**src/rtl/imem_load_ctrl.sv**
```systemverilog
// Instruction-memory port arbiter: core fetch in RUN, byte-serial program load otherwise.
// Optional running word checksum of loaded data when IMEM_LOAD_CHECKSUM_EN is defined.
module imem_load_ctrl #(
  parameter int unsigned       ADDR_W   = 6,
  parameter int unsigned       DATA_W   = 32,
  parameter logic [DATA_W-1:0] NOP_WORD = DATA_W'(32'h0000_0013)
) (
  input  logic              clk,
  input  logic              rst,
  input  logic [ADDR_W-1:0] fetch_addr,
  output logic [DATA_W-1:0] fetch_data,
  output logic              fetch_stall,
  output logic              core_rst_hold,
  input  logic              ld_start,
  input  logic              ld_done,
  input  logic              ld_valid,
  output logic              ld_ready,
  input  logic [7:0]        ld_byte,
  output logic              ld_overflow,
  output logic [ADDR_W-1:0] mem_addr,
  output logic              mem_we,
  output logic [DATA_W-1:0] mem_wdata,
  input  logic [DATA_W-1:0] mem_rdata,
  output logic [31:0]       ld_checksum
);

  localparam int unsigned BYTES  = DATA_W / 8;
  localparam int unsigned BCNT_W = (BYTES > 1) ? $clog2(BYTES) : 1;
  localparam logic [BCNT_W-1:0] LAST_BYTE = BCNT_W'(BYTES - 1);

  typedef enum logic [2:0] {RUN, LOAD, WRITE, DRAIN, RELEASE} state_t;

  state_t              state_q, state_d;
  logic [ADDR_W-1:0]   wptr_q;
  logic [BCNT_W-1:0]   bcnt_q;
  logic [DATA_W-1:0]   word_q;
  logic                full_q;
  logic                ovf_q;
  logic                done_q;
  logic                acc_c;
  logic                last_c;

  // State register
  always_ff @(posedge clk) begin
    if (rst) state_q <= RUN;
    else     state_q <= state_d;
  end

  // Next state and port muxing; fetch path is purely combinational in RUN
  always_comb begin
    state_d       = state_q;
    mem_addr      = wptr_q;
    mem_we        = 1'b0;
    mem_wdata     = '0;
    fetch_data    = NOP_WORD;
    fetch_stall   = 1'b1;
    core_rst_hold = 1'b1;
    ld_ready      = 1'b0;
    acc_c         = 1'b0;
    last_c        = 1'b0;
    case (state_q)
      RUN: begin
        mem_addr      = fetch_addr;
        fetch_data    = mem_rdata;
        fetch_stall   = 1'b0;
        core_rst_hold = 1'b0;
        if (ld_start) state_d = LOAD;
      end
      LOAD: begin
        ld_ready = !full_q;
        acc_c    = ld_valid && !full_q;
        last_c   = acc_c && (bcnt_q == LAST_BYTE);
        // A byte arriving with done is counted before deciding whether to drain
        if (last_c)       state_d = WRITE;
        else if (ld_done) state_d = (acc_c || bcnt_q != '0) ? DRAIN : RELEASE;
      end
      WRITE: begin
        mem_we    = 1'b1;
        mem_wdata = word_q;
        state_d   = (done_q || ld_done) ? RELEASE : LOAD;
      end
      DRAIN: begin
        mem_we    = 1'b1;
        mem_wdata = word_q;
        state_d   = RELEASE;
      end
      RELEASE: state_d = RUN;
      default: state_d = RUN;
    endcase
  end

  // Word assembly, write pointer and session flags
  always_ff @(posedge clk) begin
    if (rst) begin
      wptr_q <= '0;
      bcnt_q <= '0;
      word_q <= '0;
      full_q <= 1'b0;
      ovf_q  <= 1'b0;
      done_q <= 1'b0;
    end else begin
      case (state_q)
        RUN: begin
          if (ld_start) begin
            wptr_q <= '0;
            bcnt_q <= '0;
            word_q <= '0;
            full_q <= 1'b0;
            ovf_q  <= 1'b0;
            done_q <= 1'b0;
          end
        end
        LOAD: begin
          if (acc_c) begin
            word_q[{bcnt_q, 3'b000} +: 8] <= ld_byte;
            bcnt_q <= bcnt_q + BCNT_W'(1);
          end
          if (last_c && ld_done) done_q <= 1'b1;
          if (ld_valid && full_q) ovf_q <= 1'b1;
        end
        WRITE: begin
          word_q <= '0;
          bcnt_q <= '0;
          done_q <= 1'b0;
          // Saturate at the top word instead of wrapping onto address 0
          if (wptr_q == '1) full_q <= 1'b1;
          else              wptr_q <= wptr_q + ADDR_W'(1);
        end
        DRAIN: begin
          word_q <= '0;
          bcnt_q <= '0;
        end
        default: ;
      endcase
    end
  end

  assign ld_overflow = ovf_q;

`ifdef IMEM_LOAD_CHECKSUM_EN
  logic [31:0] csum_q;

  // Modulo-2^32 sum of every word written during the session
  always_ff @(posedge clk) begin
    if (rst)                            csum_q <= '0;
    else if (state_q == RUN && ld_start) csum_q <= '0;
    else if (mem_we)                    csum_q <= csum_q + 32'(mem_wdata);
  end

  assign ld_checksum = csum_q;
`else
  assign ld_checksum = '0;
`endif

endmodule

```
**config.mk**
```make
export PLATFORM = sky130hd
export DESIGN_NAME = imem_load_ctrl
export DESIGN_NICKNAME = d
export VERILOG_FILES = /design/src/rtl/imem_load_ctrl.sv
export SDC_FILE = /design/constraint.sdc
export NUM_CORES = 1
export LEC_CHECK = 0
export ABC_AREA = 1
export BUFFER_PORTS_ARGS = -buffer_cell sky130_fd_sc_hd__buf_2
export CAP_MARGIN = 20
export CORE_ASPECT_RATIO = 1.4
export CORE_MARGIN = 2
export CORE_UTILIZATION = 45
export CTS_CLUSTER_SIZE = 28
export DETAILED_ROUTE_END_ITERATION = 7
export PLACE_DENSITY = 0.78
export SKIP_LAST_GASP = 1
export SYNTH_ARGS = -nofsm -noshare
export SYNTH_HDL_FRONTEND = slang
export SYNTH_SLANG_ARGS = --single-unit
export TNS_END_PERCENT = 100
```
**constraint.sdc**
```tcl
create_clock -name clk -period 2.7 [get_ports clk]
set_input_delay 0.405 -clock clk [delete_from_list [all_inputs] [get_ports clk]]
set_output_delay 0.405 -clock clk [all_outputs]
set_load 0.005 [all_outputs]
```
-- Word level (Yosys, flattened, before mapping)
Index checks and enable logic that the tools add are counted.
- memories: 0
- latch bits: 0
- memory bits (writable): 0
- bits in read-only memories: 0
- flip-flop bits (word level): 46
- bitwise operators: 0
- shift operators: 2
- mux-type cells: 31
- equal/unequal tests: 12
- reductions and logical operators: 20
- $lt $le $gt $ge: 0
- multiply operators: 0
- divide/modulo/power cells: 0
- add/subtract/negate cells: 3
- operators with widths (operator ; count):
    32-bit two-way mux ; 4
    32-bit case mux with 3 select lines ; 1
    32-bit bitwise mux ; 1
    8-bit by 7-bit variable shift with 32-bit output, first input constant ; 1
    8-bit by 7-bit variable part select with 32-bit output ; 1
    6-bit two-way mux ; 3
    3-bit two-way mux ; 5
    3-bit AND reduction ; 5
    2-bit != test, second input constant ; 6
    3-bit case mux with 4 select lines ; 1
    6-bit case mux with 2 select lines ; 1
    1-bit two-way mux ; 9
    5-bit negator with 7-bit output ; 1
    6-bit by 1-bit adder with 6-bit output, second input constant ; 1
    3-bit by 2-bit == test with 1-bit output, second input constant ; 2
    6-bit == test, second input constant ; 1
    2-bit case mux with 3 select lines ; 1
    2-bit nonzero test ; 3
    3-bit nonzero test ; 2
    1-bit logical AND ; 4
    2-bit two-way mux ; 2
    1-bit case mux with 2 select lines ; 2
    3-bit by 1-bit == test with 1-bit output, second input constant ; 1
    3-bit logical NOT ; 1
    8 further kinds ; 9

-- Logic depth before layout (Yosys ltp)
- depth after elaboration: 7
- gate-level depth with buffers: 9
- depth with buffers taken out: 9

-- Least setup slack after synthesis
OpenSTA, ideal clock, no wires.
- path type: flip-flop to flip-flop
- start: register bcnt_q[0]
- end: register word_q[0]
- stages on the path, launching flop included: 8
- setup time: 0.065 ns
- arrival time: 1.520 ns
- setup slack: 1.116 ns
- required time: 2.635 ns
- cell sequence: dfxtp_1 -> inv_1 -> ha_1 -> nor2_1 -> nand3_1 -> nor2_1 -> o21ai_0 -> nor2_1
- longest elaborated chain between the ends: 5
- RTL lines (item ; RTL line ; RTL):
    from (decl) ; 35 ; logic [BCNT_W-1:0] bcnt_q;
    from (signal assigned) ; 116 ; bcnt_q <= bcnt_q + BCNT_W'(1);
    5-bit negator with 7-bit output * ; 115 ; word_q[{bcnt_q, 3'b000} +: 8] <= ld_byte;
    8-bit by 7-bit variable part select with 32-bit output / 8-bit by 7-bit variable shift with 32-bit output (equally long branches) ; 115 ;
    32-bit bitwise mux * ; 115 ;
    32-bit two-way mux * ; 114 ; if (acc_c) begin
    32-bit case mux with 3 select lines * ; 102 ; case (state_q)
    to (signal, indexed assignment) ; 115 ;
    to (decl) ; 36 ; logic [DATA_W-1:0] word_q;
Mark *: on every way between the ends. The rest lies on a longest branch, timed or not. The select of a mux whose other input is x is not followed.
A chain may end at the register's enable or synchronous reset.

-- Final worst setup path
- start: register state_q[1]
- end: output port mem_addr[0]
- longest elaborated chain between the ends: 2
- RTL lines (item ; RTL line ; RTL):
    from (decl) ; 33 ; state_t state_q, state_d;
    from (signal assigned) ; 46 ; else state_q <= state_d;
    3-bit logical NOT ; 61 ; case (state_q)
    6-bit two-way mux ; 61 ;
    to (decl) ; 20 ; output logic [ADDR_W-1:0] mem_addr,
No other way between the ends.

==> metrics.md <==
| Metric | Value |
|---|---|
| Worst setup margin | `0.390 ns` |
| Skew-Pair Late Insertion Delay | `0.30 ns` |
| Global-route wire length before repair | `13200 um` |
| PwrDens | `a little under 600 nW/um2` |
| # clock sinks | `46` |
| CTS root buffer | `clkbuf_8` |
| Met1 Use GR | `0.211` |
| Worst slew pin tran | `0.753 ns` |
| Vias post-DR | `3429` |
| M3 GR Usage | `0.0415` |
| Layout area overhead | `19.2%` |
| Die Area | `7950 um2` |
| Diode count | `0` |
| WS Path Type | `reg2out` |
| Wire length per cell | `10.3 um` |
| Largest net degree at the start of global routing | `33` |
| HPWL after DPL | `6210 um` |
| Routed Antenna Nets | `0` |
| Die height | `between 100 and 150 um` |
| DRC viols | `0` |
| M2 GR Usage | `0.371` |
| Initial Util | `0.467` |
| Share of cells above drive strength 1 | `0.216` |
| Post-CTS sizing | `0` |
| Post-CTS Setup Bufs | `0` |
| Final Max Slew Viols | `0` |
| WP data arrival | `1.90 ns` |
| Most common cell after layout, fill and taps aside | `nor2_1` |
| Most frequent cells in the layout | `nor2_1, buf_2, nand2_1, inv_1, dfxtp_1` |
| Core ar. | `between 6000 and 7000 um2` |
| Max_slew headroom | `0.498` |
| HP Class | `in2reg` |
| Fill cell count | `724` |
| GRT Overall Usage | `0.193` |
| Final period utilization | `0.855` |
| Final Critical Period | `2.31 ns` |
| Final setup vio count | `0` |
| Initial DRT Pass Iterations | `4` |
| CTS tree | `done` |
| Util after Layout | `0.557` |
| Most Crowded Layer GR | `met2` |
| Nature of the critical path startpoint | `register` |
| Num CTS Buffers | `5` |
| Max Freq | `about 430 MHz` |
| Number of warnings issued by yosys | `0` |
| FP Rows | `36` |
| Status | `finished, final reports clean` |
| Max clock buf depth | `2` |
| Crit path capture type | `output port` |
| Leak Pwr | `0.00221 uW` |
| Nets | `roughly 740` |
| Initial antenna violation count | `0` |
| Unique cell type count in the Yosys netlist | `22` |
| Max Cap Violations | `0` |
| Hold_buf cts | `0` |
| Vias per std cell | `4.42` |
| Clock Skews | `slightly below 0.008 ns` |
| Syn Area/Cell | `5.78 um2` |
| Vias in the first global route | `3105` |
| Syn Inst Count | `roughly 560` |
| Worst-path clk slew | `0.09 ns` |
| Hold Slack | `between 0.3 and 0.4 ns` |
| Synthesized area | `3260 um2` |
| RSZ-0062 raised after global routing | `false` |
| GRT Residual Overflow | `0` |
| CP max FO | `19` |
| DRT iter0 DRCs | `86` |
| I/O Pins | `158` |
| Routability cong. | `0.928` |
| Hold Fails Final Rpt | `0` |
| Register area share after synthesis | `0.283` |
| CTS H-Tree Depth | `2` |
| Detailed Route WL | `8000 um` |
| Post-synthesis register bit count | `46` |
| Port buffer count | `125` |
| Data required time at the worst endpoint | `2.30 ns` |
| Dpl ws | `0.732 ns` |
| Fin Setup TNS | `0 ns` |
| DIE WIDTH | `75.9 um` |
| Maximum vdd drop | `a little over 0.0004 V` |
==> per-stage QoR <==
| step | area, um2 | power [uW] | std cells |
|---|---|---|---|
| final | 3890 | 2250 | 776 |
| after detailed placement | 3800 | 1840 | 768 |
| after global routing | 3890 | 2460 | 776 |
| after floorplan | 3380 | 1620 | 595 |
| after CTS | 3890 | 2270 | 776 |
| after global placement | 3800 | 1810 | 768 |
==> worst max-delay path, cell delays in order (launching register included) <==
cell     delay (ns)
dfxtp_1        0.45
inv_1          0.11
nand2_1        0.42
inv_1          0.28
o21ai_0        0.21
buf_2          0.14
==> path summary, 6_finish.rpt <==
kind | from | to | slack, ns | cells after the start
setup / recovery | state_q[1]$_SDFFE_PP0P_ | mem_addr[0] | 0.39 | 5
hold / removal | rst | wptr_q[1]$_SDFFE_PP0P_ | 0.39 | 2
setup reg to reg | bcnt_q[0]$_SDFFE_PP0P_ | word_q[4]$_SDFFE_PP0P_ | 0.83 | 7
hold reg to reg | done_q$_SDFFE_PP0P_ | done_q$_SDFFE_PP0P_ | 0.48 | 2
==> where the power goes <==
group	switching, uW	internal, uW
combinational	637	349
sequential	41.1	796
clock	245	183
==> registers in the layout (all words and copies together), names as in the netlist <==
name / flops
done_q: 1
bcnt_q: 2
full_q: 1
wptr_q: 6
state_q: 3
ld_overflow: 1
word_q: 32
==> layout make-up <==
cell class	instances	area, um2	share of cell area
clock buffers	6	72.6	0.0187
clock inverters	2	13.8	0.00354
inverters	105	394	0.101
multi-input cells	394	1720	0.442
flip-flops and latches	46	921	0.237
well taps	95	119	0.0306
repair buffers	128	648	0.167
==> cells by family after synthesis <==
group,Yosys count,synth area share
AO/OA/AOI/OAI,37,0.0610
adder cells (fa/ha/maj),6,0.0230
buffers and inverters,155,0.226
flip-flops,46,0.283
other,1,0.00115
AND/OR/NAND/NOR,319,0.406
==> metal layers <==
metal,vias to the layer above,part of all wire
met5,-,0
met4,0,0.011
met3,8,0.072
met2,121,0.50
met1,1470,0.42
li1,1830,-
==> synthesized netlist by cell type <==
cell,n,area share
buf_4,33,0.076
a21oi_4,1,0.0050
o21ai_1,1,0.0015
dfxtp_1,46,0.28
nor2_2,2,0.0038
conb_1,1,0.0012
nand3_1,34,0.052
buf_2,1,0.0015
o21bai_1,1,0.0023
nand4_1,4,0.0077
o21ai_0,23,0.035
ha_1,6,0.023
or2_2,4,0.0077
buf_6,4,0.014
nand2_1,109,0.13
a21oi_1,11,0.017
nand3_4,4,0.021
clkbuf_1,12,0.014
nor3_1,1,0.0015
nor2_1,160,0.18
inv_1,105,0.12
nand2_2,1,0.0019
(Power assumes the default switching activity.)
